File: src/rtl/exe_muldiv_unit.sv
`default_nettype none
// ============================================================================
// Module  : exe_muldiv_unit
// Brief   : Iterative RV32M multiply/divide unit for the EXE stage
//           (shift-add multiply, restoring divide, one bit per cycle).
// Rev     : 1.0  initial release
// ============================================================================
module exe_muldiv_unit #(
    parameter int XLEN      = 32,
    parameter int EARLY_OUT = 1
) (
    input  logic            clk,
    input  logic            rst,
    input  logic [31:0]     inst,
    input  logic [XLEN-1:0] rs1_rdata,
    input  logic [XLEN-1:0] rs2_rdata,
    input  logic            flush,
    input  logic            pipe_stall,
    output logic            stall_req,
    output logic            result_valid,
    output logic [XLEN-1:0] result
);

    localparam int c_CW = $clog2(XLEN);
    localparam logic [c_CW-1:0] c_LAST     = c_CW'(XLEN - 1);
    localparam logic [2:0]      c_F3_MUL    = 3'b000;
    localparam logic [2:0]      c_F3_MULH   = 3'b001;
    localparam logic [2:0]      c_F3_MULHSU = 3'b010;
    localparam logic [2:0]      c_F3_MULHU  = 3'b011;
    localparam logic [2:0]      c_F3_DIV    = 3'b100;
    localparam logic [2:0]      c_F3_DIVU   = 3'b101;
    localparam logic [2:0]      c_F3_REM    = 3'b110;
    localparam logic [2:0]      c_F3_REMU   = 3'b111;
    localparam logic [XLEN-1:0] c_MIN       = {1'b1, {(XLEN-1){1'b0}}};
    localparam logic [XLEN-1:0] c_ONES      = {XLEN{1'b1}};

    typedef enum logic [1:0] {
        S_IDLE = 2'd0,
        S_CALC = 2'd1,
        S_DONE = 2'd2
    } state_t;

    state_t              r_state;
    state_t              w_state_next;
    logic [2:0]          r_f3;
    logic [XLEN-1:0]     r_opnd;
    logic [2*XLEN-1:0]   r_acc;
    logic                r_neg_q;
    logic                r_neg_r;
    logic [c_CW-1:0]     r_count;
    logic [XLEN-1:0]     r_result;

    logic                w_unused;
    logic                w_is_m;
    logic [2:0]          w_f3;
    logic                w_is_div;
    logic                w_a_signed;
    logic                w_b_signed;
    logic                w_sa;
    logic                w_sb;
    logic [XLEN-1:0]     w_mag_a;
    logic [XLEN-1:0]     w_mag_b;
    logic                w_b_zero;
    logic                w_ovf;
    logic                w_fast;
    logic [XLEN-1:0]     w_fast_res;
    logic                w_start;
    logic [XLEN:0]       w_mul_sum;
    logic [2*XLEN-1:0]   w_mul_next;
    logic [XLEN:0]       w_rem_sh;
    logic [XLEN:0]       w_diff;
    logic [2*XLEN-1:0]   w_div_next;
    logic [2*XLEN-1:0]   w_acc_next;
    logic [2*XLEN-1:0]   w_prod_s;
    logic [XLEN-1:0]     w_quo;
    logic [XLEN-1:0]     w_rem;
    logic [XLEN-1:0]     w_final;

    assign w_unused   = &{1'b0, inst[24:15], inst[11:7]};

    // ---------------- decode and operand conditioning ----------------
    assign w_is_m     = (inst[6:0] == 7'b0110011) && (inst[31:25] == 7'b0000001);
    assign w_f3       = inst[14:12];
    assign w_is_div   = w_f3[2];
    assign w_a_signed = (w_f3 == c_F3_MUL) || (w_f3 == c_F3_MULH) || (w_f3 == c_F3_MULHSU)
                     || (w_f3 == c_F3_DIV) || (w_f3 == c_F3_REM);
    assign w_b_signed = (w_f3 == c_F3_MUL) || (w_f3 == c_F3_MULH)
                     || (w_f3 == c_F3_DIV) || (w_f3 == c_F3_REM);
    assign w_sa       = w_a_signed && rs1_rdata[XLEN-1];
    assign w_sb       = w_b_signed && rs2_rdata[XLEN-1];
    assign w_mag_a    = w_sa ? (~rs1_rdata + 1'b1) : rs1_rdata;
    assign w_mag_b    = w_sb ? (~rs2_rdata + 1'b1) : rs2_rdata;
    assign w_b_zero   = (rs2_rdata == '0);
    assign w_ovf      = ((w_f3 == c_F3_DIV) || (w_f3 == c_F3_REM))
                     && (rs1_rdata == c_MIN) && (rs2_rdata == c_ONES);
    assign w_fast     = (EARLY_OUT != 0) && w_is_div && (w_b_zero || w_ovf);
    assign w_fast_res = w_b_zero ? (w_f3[1] ? rs1_rdata : c_ONES)
                                 : (w_f3[1] ? '0 : c_MIN);
    assign w_start    = (r_state == S_IDLE) && w_is_m && !flush;

    // ---------------- one iteration step ----------------
    // Multiply: multiplier sits in the low half and shifts out as the product fills in.
    assign w_mul_sum  = {1'b0, r_acc[2*XLEN-1:XLEN]} + (r_acc[0] ? {1'b0, r_opnd} : '0);
    assign w_mul_next = {w_mul_sum, r_acc[XLEN-1:1]};

    // Divide: high half is the partial remainder, low half shifts dividend out and quotient in.
    assign w_rem_sh   = {r_acc[2*XLEN-1:XLEN], r_acc[XLEN-1]};
    assign w_diff     = w_rem_sh - {1'b0, r_opnd};
    assign w_div_next = w_diff[XLEN] ? {w_rem_sh[XLEN-1:0], r_acc[XLEN-2:0], 1'b0}
                                     : {w_diff[XLEN-1:0],   r_acc[XLEN-2:0], 1'b1};

    assign w_acc_next = r_f3[2] ? w_div_next : w_mul_next;
    assign w_prod_s   = r_neg_q ? (~w_acc_next + 1'b1) : w_acc_next;
    assign w_quo      = w_acc_next[XLEN-1:0];
    assign w_rem      = w_acc_next[2*XLEN-1:XLEN];

    always_comb begin
        w_final = w_prod_s[XLEN-1:0];
        case (r_f3)
            c_F3_MULH, c_F3_MULHSU, c_F3_MULHU: w_final = w_prod_s[2*XLEN-1:XLEN];
            c_F3_DIV, c_F3_DIVU:                w_final = r_neg_q ? (~w_quo + 1'b1) : w_quo;
            c_F3_REM, c_F3_REMU:                w_final = r_neg_r ? (~w_rem + 1'b1) : w_rem;
            default:                            ;
        endcase
    end

    // ---------------- control FSM ----------------
    always_ff @(posedge clk or posedge rst) begin
        if (rst) begin
            r_state <= S_IDLE;
        end else begin
            r_state <= w_state_next;
        end
    end

    always_comb begin
        w_state_next = r_state;
        case (r_state)
            S_IDLE: if (w_start) w_state_next = w_fast ? S_DONE : S_CALC;
            S_CALC: if (r_count == c_LAST) w_state_next = S_DONE;
            S_DONE: if (!pipe_stall) w_state_next = S_IDLE;
            default: w_state_next = S_IDLE;
        endcase
        if (flush) w_state_next = S_IDLE;
    end

    // ---------------- datapath registers ----------------
    always_ff @(posedge clk or posedge rst) begin
        if (rst) begin
            r_f3     <= '0;
            r_opnd   <= '0;
            r_acc    <= '0;
            r_neg_q  <= 1'b0;
            r_neg_r  <= 1'b0;
            r_count  <= '0;
            r_result <= '0;
        end else if (w_start) begin
            r_f3     <= w_f3;
            r_opnd   <= w_is_div ? w_mag_b : w_mag_a;
            r_acc    <= {{XLEN{1'b0}}, (w_is_div ? w_mag_a : w_mag_b)};
            // A zero divisor yields all-ones quotient regardless of signs.
            r_neg_q  <= (w_sa ^ w_sb) && !(w_is_div && w_b_zero);
            r_neg_r  <= w_sa;
            r_count  <= '0;
            if (w_fast) r_result <= w_fast_res;
        end else if ((r_state == S_CALC) && !flush) begin
            r_acc    <= w_acc_next;
            r_count  <= r_count + 1'b1;
            if (r_count == c_LAST) r_result <= w_final;
        end
    end

    assign stall_req    = !rst && w_is_m && !flush
                       && ((r_state == S_IDLE) || (r_state == S_CALC));
    assign result_valid = (r_state == S_DONE);
    assign result       = r_result;

endmodule
`default_nettype wire

File: config.mk
export PLATFORM = sky130hd
export DESIGN_NAME = exe_muldiv_unit
export DESIGN_NICKNAME = d
export VERILOG_FILES = /design/src/rtl/exe_muldiv_unit.sv
export SDC_FILE = /design/constraint.sdc
export NUM_CORES = 1
export LEC_CHECK = 0
export BUFFER_PORTS_ARGS = -buffer_cell sky130_fd_sc_hd__buf_2
export CAP_MARGIN = 20
export CORE_AREA = 3 3 259 197
export CTS_BUF_LIST = sky130_fd_sc_hd__clkbuf_8
export DETAILED_ROUTE_END_ITERATION = 12
export DIE_AREA = 0 0 262 200
export SYNTH_ARGS = -nofsm -noshare
export SYNTH_HDL_FRONTEND = slang
export SYNTH_SLANG_ARGS = --single-unit
File: constraint.sdc
create_clock -name clk -period 7.1 [get_ports clk]
set_input_delay 1.42 -clock clk [delete_from_list [all_inputs] [get_ports clk]]
set_output_delay 1.42 -clock clk [all_outputs]
set_load 0.02 [all_outputs]
==> flow_metrics.py <==
metrics = {
    "power": {
        "ir_drop_mv": 0.102,
        "p_seq_frac": 0.451,
        "power_density_nw_per_um2": 95.8,
        "p_sw_frac": 0.335,
        "switching_power_uw": 594,
        "clockPowerShare": 0.396,
        "leakage_uw": 0.00807,
        "p_int_uw": 1180,
        "pwr-share-comb": 0.154,
    },
    "die": {
        "ioPinCount": 134,
        "die_w_um": 262,
        "core_region_area_sq_um": 48700,
        "start_util": 0.348,
        "die_area_sq_um": 52400,
        "rows": 70,
        "die_height_um": 200,
    },
    "placement": {
        "place_inst": 2995,
        "port_buffers": 118,
        "gp_congestion": 0.978,
        "place_ws_ns": 1.08,
        "placed_cell_area_sq_um": 18100,
        "dp_hpwl_mm": 55.6,
    },
    "critical_path": {
        "path_max_fanout": 5,
        "ff2ff_setup_slack_ns": 0.84,
        "required_ns": 7.53,
        "arrival_ns": 6.69,
        "r2r_end": "result[24]",
        "crit_type": "flip-flop to flip-flop",
        "cp-start-kind": "flip-flop",
        "r2r_start": "r_acc[31]",
        "end_kind": "flip-flop",
        "rr_worst_depth": 23,
    },
    "cts": {
        "post_cts_buffers": 0,
        "cts.sinks": 140,
        "cts_resized": 0,
        "ctsHtreeMaxLevel": 4,
        "clk_latency_ns": 0.51,
        "cts_buffers": 17,
        "cts_buffer_depth": 2,
        "cts-root-buf": "clkbuf_8",
        "cts.reportedPaths.clkPinSlew_ns": 0.10,
        "cts_tree": "done",
        "cts_hold_buffers": 0,
    },
    "timing": {
        "skew_ns": 0.0154,
        "slew-limit-headroom": 0.125,
        "finalHoldViolCount": 0,
        "finalMaxSlewViolations": 0,
        "fmax_ghz": 0.160,
        "period_needed_ns": 6.26,
        "tightestPinTransition_ns": 1.31,
        "setup_tns_ns": 0,
        "fin_ws_ns": 0.841,
        "rsz0062_at_grt": "false",
        "setup_viol_count_final": 0,
        "finalCritPeriodShare": 0.882,
    },
    "synth": {
        "avgSynthCellArea_sq_um": 7.27,
        "synth_nets": 2505,
        "synthFlopType": "dfrtp_1",
        "synth-edff-count": 0,
        "syn_inst": 2332,
        "ys_ff_latch": 140,
        "netlist-cell-type-count": 102,
        "synth_warnings": 0,
        "synth_seq_area_share": 0.207,
        "ys_async_sr_fraction": 1.00,
        "mappedNetlistArea_sq_um": 17000,
    },
    "worst_hold_path": {
        "hold_path.startpoint": "r_opnd[1]",
        "hold_path_end": "r_opnd[1]",
        "hold_depth": 2,
        "worstHoldPathType": "flip-flop to flip-flop",
    },
    "layout": {
        "nNetsFinal": 2541,
        "diodes": 0,
        "fin_util": 0.380,
        "layout_commonest_cell": "nand2_1",
        "final_area_sq_um": 18500,
        "n_fill_cell": 5197,
        "syn_to_final_growth_pct": 9.19,
        "final_layout_size_suffix_gt1_frac": 0.116,
        "finalNonFillerCells": 3029,
        "layout_common_cells": "272 x nand2_1, 269 x o21ai_0, 199 x nor2_1",
    },
    "route": {
        "drt_iter0_drc": 2660,
        "avgViaCountPerCell": 6.19,
        "dr.pass1.iters": 8,
        "wl_per_cell_um": 23.5,
        "wl_mm": 71.2,
        "post-route-drc-count": 0,
        "ant_nets": 0,
        "via_count": 18700,
    },
    "global_routing": {
        "grtUsageTotal": 0.264,
        "grt_max_degree": 97,
        "grt_pass1_vias": 16600,
        "antenna_found_initial": 2,
        "grt.overflow.total": 0,
        "grt_pass1_wl_mm": 105,
    },
    "outcome": {
        "status": "completed",
    },
    "flow_run": {
        "maxCapViolations": 0,
    },
}
-- kinds of logic (layout without fill, tap and decap cells) --
family | count (synthesis) | after routing | share of synthesized area
adder cells (fa/ha/maj) | 73 | 73 | 0.0547
multiplexers | 70 | 70 | 0.0448
flip-flops | 140 | 140 | 0.207
AND/OR/NAND/NOR | 857 | 857 | 0.248
XOR/XNOR | 164 | 164 | 0.0847
buffers and inverters | 213 | 262 | 0.0512
AO/OA/AOI/OAI | 815 | 815 | 0.311
-- worst max-delay path, stage by stage, from the launching register on --
cell and delay, ns:
dfrtp_1 0.40, inv_1 0.10, ha_1 0.18, inv_1 0.05
fa_1 0.40, a211oi_1 0.40, o21a_1 0.29, a21oi_1 0.25
o211a_1 0.33, o211a_2 0.28, nand2_1 0.27, a21boi_0 0.36
ha_1 0.27, o211ai_1 0.18, nor3_1 0.41, nand3_1 0.19
nor2_1 0.22, and3_1 0.27, nand4_2 0.25, buf_4 0.27
o41ai_2 0.36, xor2_1 0.18, a21oi_1 0.08, a21oi_1 0.16
-- how the worst max path moves through the flow --
| stage | from | end | slack, ns |
|---|---|---|---|
| after floorplan | rst | r_acc[0] | 1.93 |
| after global placement | r_acc[31] | result[24] | 1.14 |
| after detailed placement | r_acc[31] | result[24] | 1.08 |
| after CTS | r_acc[31] | result[24] | 1.01 |
| after global routing | r_acc[31] | result[28] | 0.40 |
| final | r_acc[31] | result[24] | 0.84 |
-- stage by stage --
stage	hold slack, ns	power, uW
after global placement	0.497	1080
after global routing	0.540	1840
after CTS	0.521	1770
after detailed placement	0.501	1080
after floorplan	0.463	981
final	0.517	1770
-- Yosys cell counts, types with 18 or more instances --
cell,n,area share
a211oi_1,29,0.013
a21o_1,27,0.012
a21oi_1,190,0.056
and2_1,43,0.016
and3_1,18,0.0066
clkbuf_1,111,0.025
dfrtp_1,140,0.21
ha_1,71,0.052
inv_1,64,0.014
mux2i_1,54,0.032
nand2_1,273,0.060
nand2b_1,33,0.012
nand3_1,74,0.022
nand4_1,26,0.0096
nor2_1,200,0.044
nor3_1,58,0.017
nor4_1,27,0.010
o211ai_1,50,0.022
o21a_1,24,0.011
o21ai_0,269,0.079
o22ai_1,18,0.0066
o31ai_1,30,0.013
or3_1,20,0.0074
xnor2_1,85,0.044
xor2_1,79,0.041
-- power by group through the flow --
stage	registers (uW)	logic, uW	clock network [uW]
detailed placement	815	266	0
finish	799	273	702
CTS	799	267	703
floorplan	814	167	0
global route	800	299	742
global placement	815	260	0
-- per-layer routing --
metal / wire [um] / global-route usage / up-vias
met2: 28300 / 0.358 / 935
met5: 13 / 0 / -
met1: 34300 / 0.415 / 9087
li1: - / - / 8666
met3: 7540 / 0.0671 / 57
met4: 1080 / 0.0502 / 2
-- flip-flops by register name, indices dropped and copies added (netlist names) --
register / flops
result: 32
r_opnd: 32
r_state: 2
r_f3: 3
r_count: 5
r_neg_q: 1
r_neg_r: 1
r_acc: 64
-- area by class of cell --
| class | instances | area, sq um | share of cell area |
|---|---|---|---|
| inverters | 64 | 245 | 0.0132 |
| multi-input cells | 1979 | 12600 | 0.681 |
| clock buffers | 17 | 234 | 0.0126 |
| flip-flops and latches | 140 | 3510 | 0.189 |
| clock inverters | 15 | 153 | 0.00824 |
| well taps | 648 | 811 | 0.0438 |
| repair buffers | 166 | 958 | 0.0517 |
(Power assumes the default switching activity.)
